[src/rtl/and_five_bits_pkg.sv]
// Shared constants and helpers for the and_five_bits block.
// The optional match statistics are enabled with AND_FIVE_BITS_STATS_EN.
package and_five_bits_pkg;

  localparam int DEFAULT_WIDTH = 5;
  localparam int CNT_WIDTH     = 16;

  // Width needed to hold a population count of 0..width inclusive.
  function automatic int popWidth(input int width);
    return $clog2(width + 1);
  endfunction

endpackage

[src/rtl/and_five_bits_popcount.sv]
// Purely combinational population count of a WIDTH-bit vector.
module and_five_bits_popcount
  import and_five_bits_pkg::*;
#(
  parameter  int WIDTH = DEFAULT_WIDTH,
  localparam int POP_W = popWidth(WIDTH)
) (
  input  logic [WIDTH-1:0] i_vec,
  output logic [POP_W-1:0] o_count
);

  logic [POP_W-1:0] w_count;

  always_comb begin
    w_count = '0;
    for (int i = 0; i < WIDTH; i++) begin
      w_count = w_count + POP_W'(i_vec[i]);
    end
  end

  assign o_count = w_count;

endmodule

[src/rtl/and_five_bits.sv]
// Bitwise AND with a live result plus a registered result and its flags.
// Define AND_FIVE_BITS_STATS_EN to add the saturating match_cnt counter.
module and_five_bits
  import and_five_bits_pkg::*;
#(
  parameter  int WIDTH = DEFAULT_WIDTH,
  localparam int POP_W = popWidth(WIDTH)
) (
  input  logic             clk,
  input  logic             rst,
  input  logic             in_valid,
  input  logic [WIDTH-1:0] A,
  input  logic [WIDTH-1:0] B,
  output logic [WIDTH-1:0] out,
  output logic [WIDTH-1:0] out_q,
  output logic             out_valid,
  output logic             zero_q,
  output logic             ones_q,
  output logic [POP_W-1:0] pop_q
`ifdef AND_FIVE_BITS_STATS_EN
  ,
  output logic [CNT_WIDTH-1:0] match_cnt
`endif
);

  logic [WIDTH-1:0] w_and;
  logic [POP_W-1:0] w_pop;
  logic             w_zero;
  logic             w_ones;

  logic [WIDTH-1:0] r_outQ;
  logic             r_outValid;
  logic             r_zero;
  logic             r_ones;
  logic [POP_W-1:0] r_pop;

  assign w_and  = A & B;
  assign w_zero = ~|w_and;
  assign w_ones = &w_and;

  and_five_bits_popcount #(.WIDTH(WIDTH)) u_popcount (
    .i_vec   (w_and),
    .o_count (w_pop)
  );

  // Flags are captured in the same edge as the result so they always describe out_q.
  always_ff @(posedge clk) begin
    if (rst) begin
      r_outQ     <= '0;
      r_outValid <= 1'b0;
      r_zero     <= 1'b1;
      r_ones     <= 1'b0;
      r_pop      <= '0;
    end else begin
      r_outValid <= in_valid;
      if (in_valid) begin
        r_outQ <= w_and;
        r_zero <= w_zero;
        r_ones <= w_ones;
        r_pop  <= w_pop;
      end
    end
  end

`ifdef AND_FIVE_BITS_STATS_EN
  logic [CNT_WIDTH-1:0] r_matchCnt;

  always_ff @(posedge clk) begin
    if (rst) begin
      r_matchCnt <= '0;
    end else if (in_valid && !w_zero && (r_matchCnt != {CNT_WIDTH{1'b1}})) begin
      r_matchCnt <= r_matchCnt + 1'b1;
    end
  end

  assign match_cnt = r_matchCnt;
`endif

  assign out       = w_and;
  assign out_q     = r_outQ;
  assign out_valid = r_outValid;
  assign zero_q    = r_zero;
  assign ones_q    = r_ones;
  assign pop_q     = r_pop;

endmodule

[config.mk]
export PLATFORM = sky130hd
export DESIGN_NAME = and_five_bits
export DESIGN_NICKNAME = d
export VERILOG_FILES = /design/src/rtl/and_five_bits_pkg.sv /design/src/rtl/and_five_bits_popcount.sv /design/src/rtl/and_five_bits.sv
export SDC_FILE = /design/constraint.sdc
export NUM_CORES = 1
export LEC_CHECK = 0
export ABC_AREA = 1
export CORE_AREA = 2 2 39 41
export DETAILED_ROUTE_END_ITERATION = 16
export DIE_AREA = 0 0 41 43
export PLACE_DENSITY_LB_ADDON = 0.15
export SKIP_CTS_REPAIR_TIMING = 1
export SLEW_MARGIN = 20
export SYNTH_ARGS = -nofsm -noshare
export SYNTH_HDL_FRONTEND = slang
export SYNTH_HIERARCHICAL = 1
export SYNTH_SLANG_ARGS = --single-unit
[constraint.sdc]
create_clock -name clk -period 3.71 [get_ports clk]
set_input_delay 1.113 -clock clk [delete_from_list [all_inputs] [get_ports clk]]
set_output_delay 1.113 -clock clk [all_outputs]
set_load 0.02 [all_outputs]
After elaboration in Yosys (flattened, before gate mapping):

Index checks and enable logic that the tools add are counted.

* add/sub/neg operators: 4
* multiply operators: 0
* divide/modulo/power cells: 0
* magnitude comparators: 0
* equality and inequality tests: 0
* shift-type cells: 0
* multiplexer cells: 0
* bitwise operators: 1
* reduce and logical (&&, ||, !) cells: 3

Operators by type and width (count)
* adder 3 x 1 -> 3 bit: 3
* bitwise AND 5 bit: 1
* AND reduction 5 bit: 1
* OR reduction 5 bit: 1
* adder 1 x 1 -> 2 bit: 1
* zero test 1 bit: 1

* bits in registers: 11
* bits in latches: 0
* bits in writable memories: 0
* memory bits (read-only): 0
* input port bits: 13
* output and inout bits: 16
* word-level logic and storage cells: 13
* memories kept: 0

Longest topological paths before layout:

* depth after elaboration: 5
* mapped depth: 9
* depth with buffers taken out: 9

Cells and area by module:

Netlist, hierarchy kept.

Modules (own cells, without submodules)
* and_five_bits: instances 1, cells each 53, area each 417.9 um^2, seq. area each 220.2 um^2
* and_five_bits_popcount: instances 1, cells each 8, area each 71.3 um^2, seq. area each 0.0 um^2

Worst setup path after synthesis:

No wires, ideal clock.

* kind: input to register
* from: in A[0]
* to: reg r_pop[1] (netlist: pop_q[1])
* library setup time: 113 ps
* arrival: 2765 ps
* required time: 3597 ps
* slack: 832 ps
* stages on the path: 9
* path buffers: 0
* cells stage by stage: nand2_1 > inv_1 > inv_1 > fa_1 > inv_1 > fa_1 > ha_1 > nor2_1 > nor2_1

* word-level cells in the longest chain between the ends: 5

RTL lines
* start: declaration: line and_five_bits.sv:12 `input logic [WIDTH-1:0] A,`
* bitwise AND 5 bit: line and_five_bits.sv:37 `assign w_and = A & B;`
* net out[0]: line and_five_bits.sv:14 `output logic [WIDTH-1:0] out,`
* adder 1 x 1 -> 2 bit: line and_five_bits_popcount.sv:17 `w_count = w_count + POP_W'(i_vec[i]);`
* adder 3 x 1 -> 3 bit (3 in series): line and_five_bits_popcount.sv:17
* net w_pop[1]: line and_five_bits.sv:27 `logic [POP_W-1:0] w_pop;`
* end signal: assignment: line and_five_bits.sv:60 `r_pop <= w_pop;`
* end: declaration: line and_five_bits.sv:35 `logic [POP_W-1:0] r_pop;`

The timed path passes the listed nets, and every way through them passes these cells.
A chain may end at the register's enable or synchronous reset.

Worst setup path after layout:

* from: in A[2]
* to: out out[2]

* word-level cells in the longest chain between the ends: 1

RTL lines (line)
* bitwise AND 5 bit: and_five_bits.sv:37
* end: declaration: and_five_bits.sv:14

Every way passes these cells.

==> results.txt <==
- The run finished with clean final reports.
- Average wire per cell in the routed design: 9.78 um
- M1 wire length: between 400 and 500 um
- The clock period could shrink to between 3 and 4 ns.
- Root cell of the clock tree: clkbuf_4
- Synthesis-stage register bit count: 11
- The worst setup path is launched from an input port.
- STA classifies the critical path endpoint as a primary output.
- The setup path with the least slack is of type input port to primary output.
* Site Rows: 14
- Of the total synthesized cell area, the portion taken by full adders, half adders and majority gates is 10.7%.
* Total number of yosys warnings: 6
* Initial core utilization: 35.4%
- Share of synthesized area occupied by flip-flops and latches: 45.0%
- Fraction of synthesized area in multiplexers: 0%
* Pin count of the biggest net entering global routing: 18
* CTS Buf Count: 3
- Sum of negative setup slack: 0 ns
- In this run the tightest slew margin relative to its limit is 62.0%.
* XOR/XNOR Fraction of Synth Area: 0%
* Number of H-tree levels: 1
* Portion of the clock cycle consumed by the worst path in the final layout: 94.2%
- Maximum capacitance violations: 0
- Clock Latency Late Sink: 0.26 ns
* Net count after synthesis: 77
* Number of global-route vias before repair: 420
- Leakage power of the design: 0.366 nW
- Biggest fanout along the worst timing path: 4
- For the worst setup path, the data arrival time is 2.38 ns.
- Clock Sink Count: 11
- Pre-CTS WS: 0.198 ns
* Final worst clock skew: 0 ns
- # IOs: 29
* DR iter-0 viols: 5
- After legalization and detailed placement, the total HPWL measured around 820 um.
* Power per Cell Area: 353 nW/um^2
- Routability-driven placement finished with a final weighted congestion of 0.745.
- Area growth from synthesis to final layout: 64.5%
- Final antenna diode count: 0
- Setup-failing EPs final: 0
* GRT Resource Usage Total: ~15%
- Unrepaired setup endpoints after global routing: false
* DIE AREA: 1760 um^2
- Final hold viol count: 0
- Mean instance size in the synthesized netlist: 8.02 um^2
- Share of synthesized cell area in and, or, nand and nor gates: between 10% and 20%
- Post-route DRC: 0
* Compound-gate portion of the synthesized area: 18.9%
* Dominant combinational cell family by area after synthesis: compound AO/OA/AOI/OAI gates
- Based on the critical path, the design can be clocked at up to 286 MHz.
- The mapped netlist covers 489 um^2.
- CTS Buffer Depth: 2
- At the pin with the least slew margin, the transition time is ~0.57 ns.
- Setup slack on the critical path of the routed design comes to 0.214 ns.
* DRT antenna net count: 0
- The highest layer touched by signal routing is met4.
- Clock slew at the register clock pins of the worst setup and hold paths: 0.07 ns
* Worst min path class: register to register
- Peak supply drop: 0.000206 V
- Yosys mapped the design onto 14 distinct sky130hd cell types.
- TritonCTS clock tree: yes
- For this run the aggregate overflow at the end of global routing stands at 0.
- Worst endpoint required time: 2.60 ns
- Max-slew violation count: 0
- Vias/cell: around 4.4
* Routed Wire Length: between 1000 and 1500 um
- Summing over every cut layer, the via total after detailed routing is 480.
* Met2 layer wire length in the routed design: 444 um
- The floorplan step set the die width to 41 um.
- Met3 Wirelength: between 90 and 100 um
- The floorplan step defined a core boundary enclosing 1380 um^2.
- Net count reported at finish: 109
- The number of placed instances, taps included, is 104.
- Count of buffers inserted at the top-level ports: 28
- The first detailed-routing pass ran for 2 iterations.
- The cell count after synthesis came out at 61.
- Vertical die dimension: around 43 um
* Fraction of layout instances using a drive strength above 1: 5.43%
* Antenna violations before repair: 0
* First-pass GRT wire length: around 1800 um
- Final std cells w/o fill: about 110
-- metal layers --
layer,vias to the layer above,GRT usage (%)
li1,253,-
met1,203,20.7
met2,20,17.8
met3,4,7.85
met4,0,12.0
met5,-,0
-- area by class of cell --
cell class	count	area (um^2)
fillers	139	579
repair buffers	28	280
flip-flops and latches	11	220
multi-input cells	37	213
inverters	12	45.0
clock buffers	4	26.3
well taps	16	20.0
-- cells in the mapped netlist --
library cell  instances  area share [%]
nand2_1               6             4.6
fa_1                  2             8.2
ha_1                  1             2.6
dfxtp_1              11              45
o21ai_0               5             5.1
o21ai_2               1             1.8
nand4_1               1             1.3
nand3_1               1             1.0
buf_6                 1             2.3
o21ai_1               4             4.1
inv_1                12             9.2
nor2_1                9             6.9
a21oi_2               1             1.8
a21oi_1               6             6.1
-- placed cells by master, fill, tap and decap left out, types with 2 or more instances in the layout --
master / instances
dfxtp_1: 11
o21ai_1: 4
a21oi_1: 6
nor2_1: 9
clkdlybuf4s50_1: 28
clkbuf_4: 3
inv_1: 12
o21ai_0: 5
nand2_1: 6
fa_1: 2
-- power by group --
part	total [W]	internal, W	leakage, nW	switching, W
logic	0.0000749	0.0000379	0.260	0.0000370
clock network	0.0000792	0.0000416	0.0150	0.0000376
registers	0.000130	0.000126	0.0912	0.00000375
total	0.000284	0.000206	0.366	0.0000783
-- flip-flops by register name (all words and copies together) (netlist names) --
register / count
zero_q: 1
out_valid: 1
out_q: 5
pop_q: 3
ones_q: 1
-- final timing paths --
kind | cells after the start | end | startpoint | slack [ns]
worst min-delay path | 2 | pop_q[0]$_SDFFE_PP0P_ | pop_q[0]$_SDFFE_PP0P_ | 0.49
worst max-delay path | 4 | out[2] | A[2] | 0.21
worst max register to register | 2 | out_q[0]$_SDFFE_PP0P_ | out_q[0]$_SDFFE_PP0P_ | 3.06
worst min register to register | 2 | pop_q[0]$_SDFFE_PP0P_ | pop_q[0]$_SDFFE_PP0P_ | 0.49
-- metrics by stage --
stage / power, W / hold WS [ns] / util, % / area (um^2)
6_report: 0.000284 / 0.486 / 58.1 / 805
5_1_grt: 0.000301 / 0.522 / 58.1 / 805
4_1_cts: 0.000287 / 0.490 / 58.1 / 805
3_5_place_dp: 0.000208 / 0.474 / 56.2 / 778
3_3_place_gp: 0.000207 / 0.465 / 56.2 / 778
2_1_floorplan: 0.000170 / 0.571 / - / 489
-- worst max-delay path, cell delays in order --
cell             delay, ns
clkdlybuf4s50_1       0.45
nand2_1               0.10
inv_1                 0.12
clkdlybuf4s50_1       0.61
-- cells by family (layout without fill, tap and decap cells) --
kind of cell | count (synthesis) | count (layout)
AOI/OAI and AO/OA | 17 | 17
adders and majority gates | 3 | 3
buffers and inverters | 13 | 44
DFF | 11 | 11
and+or+nand+nor | 17 | 17
(Power assumes the default switching activity.)
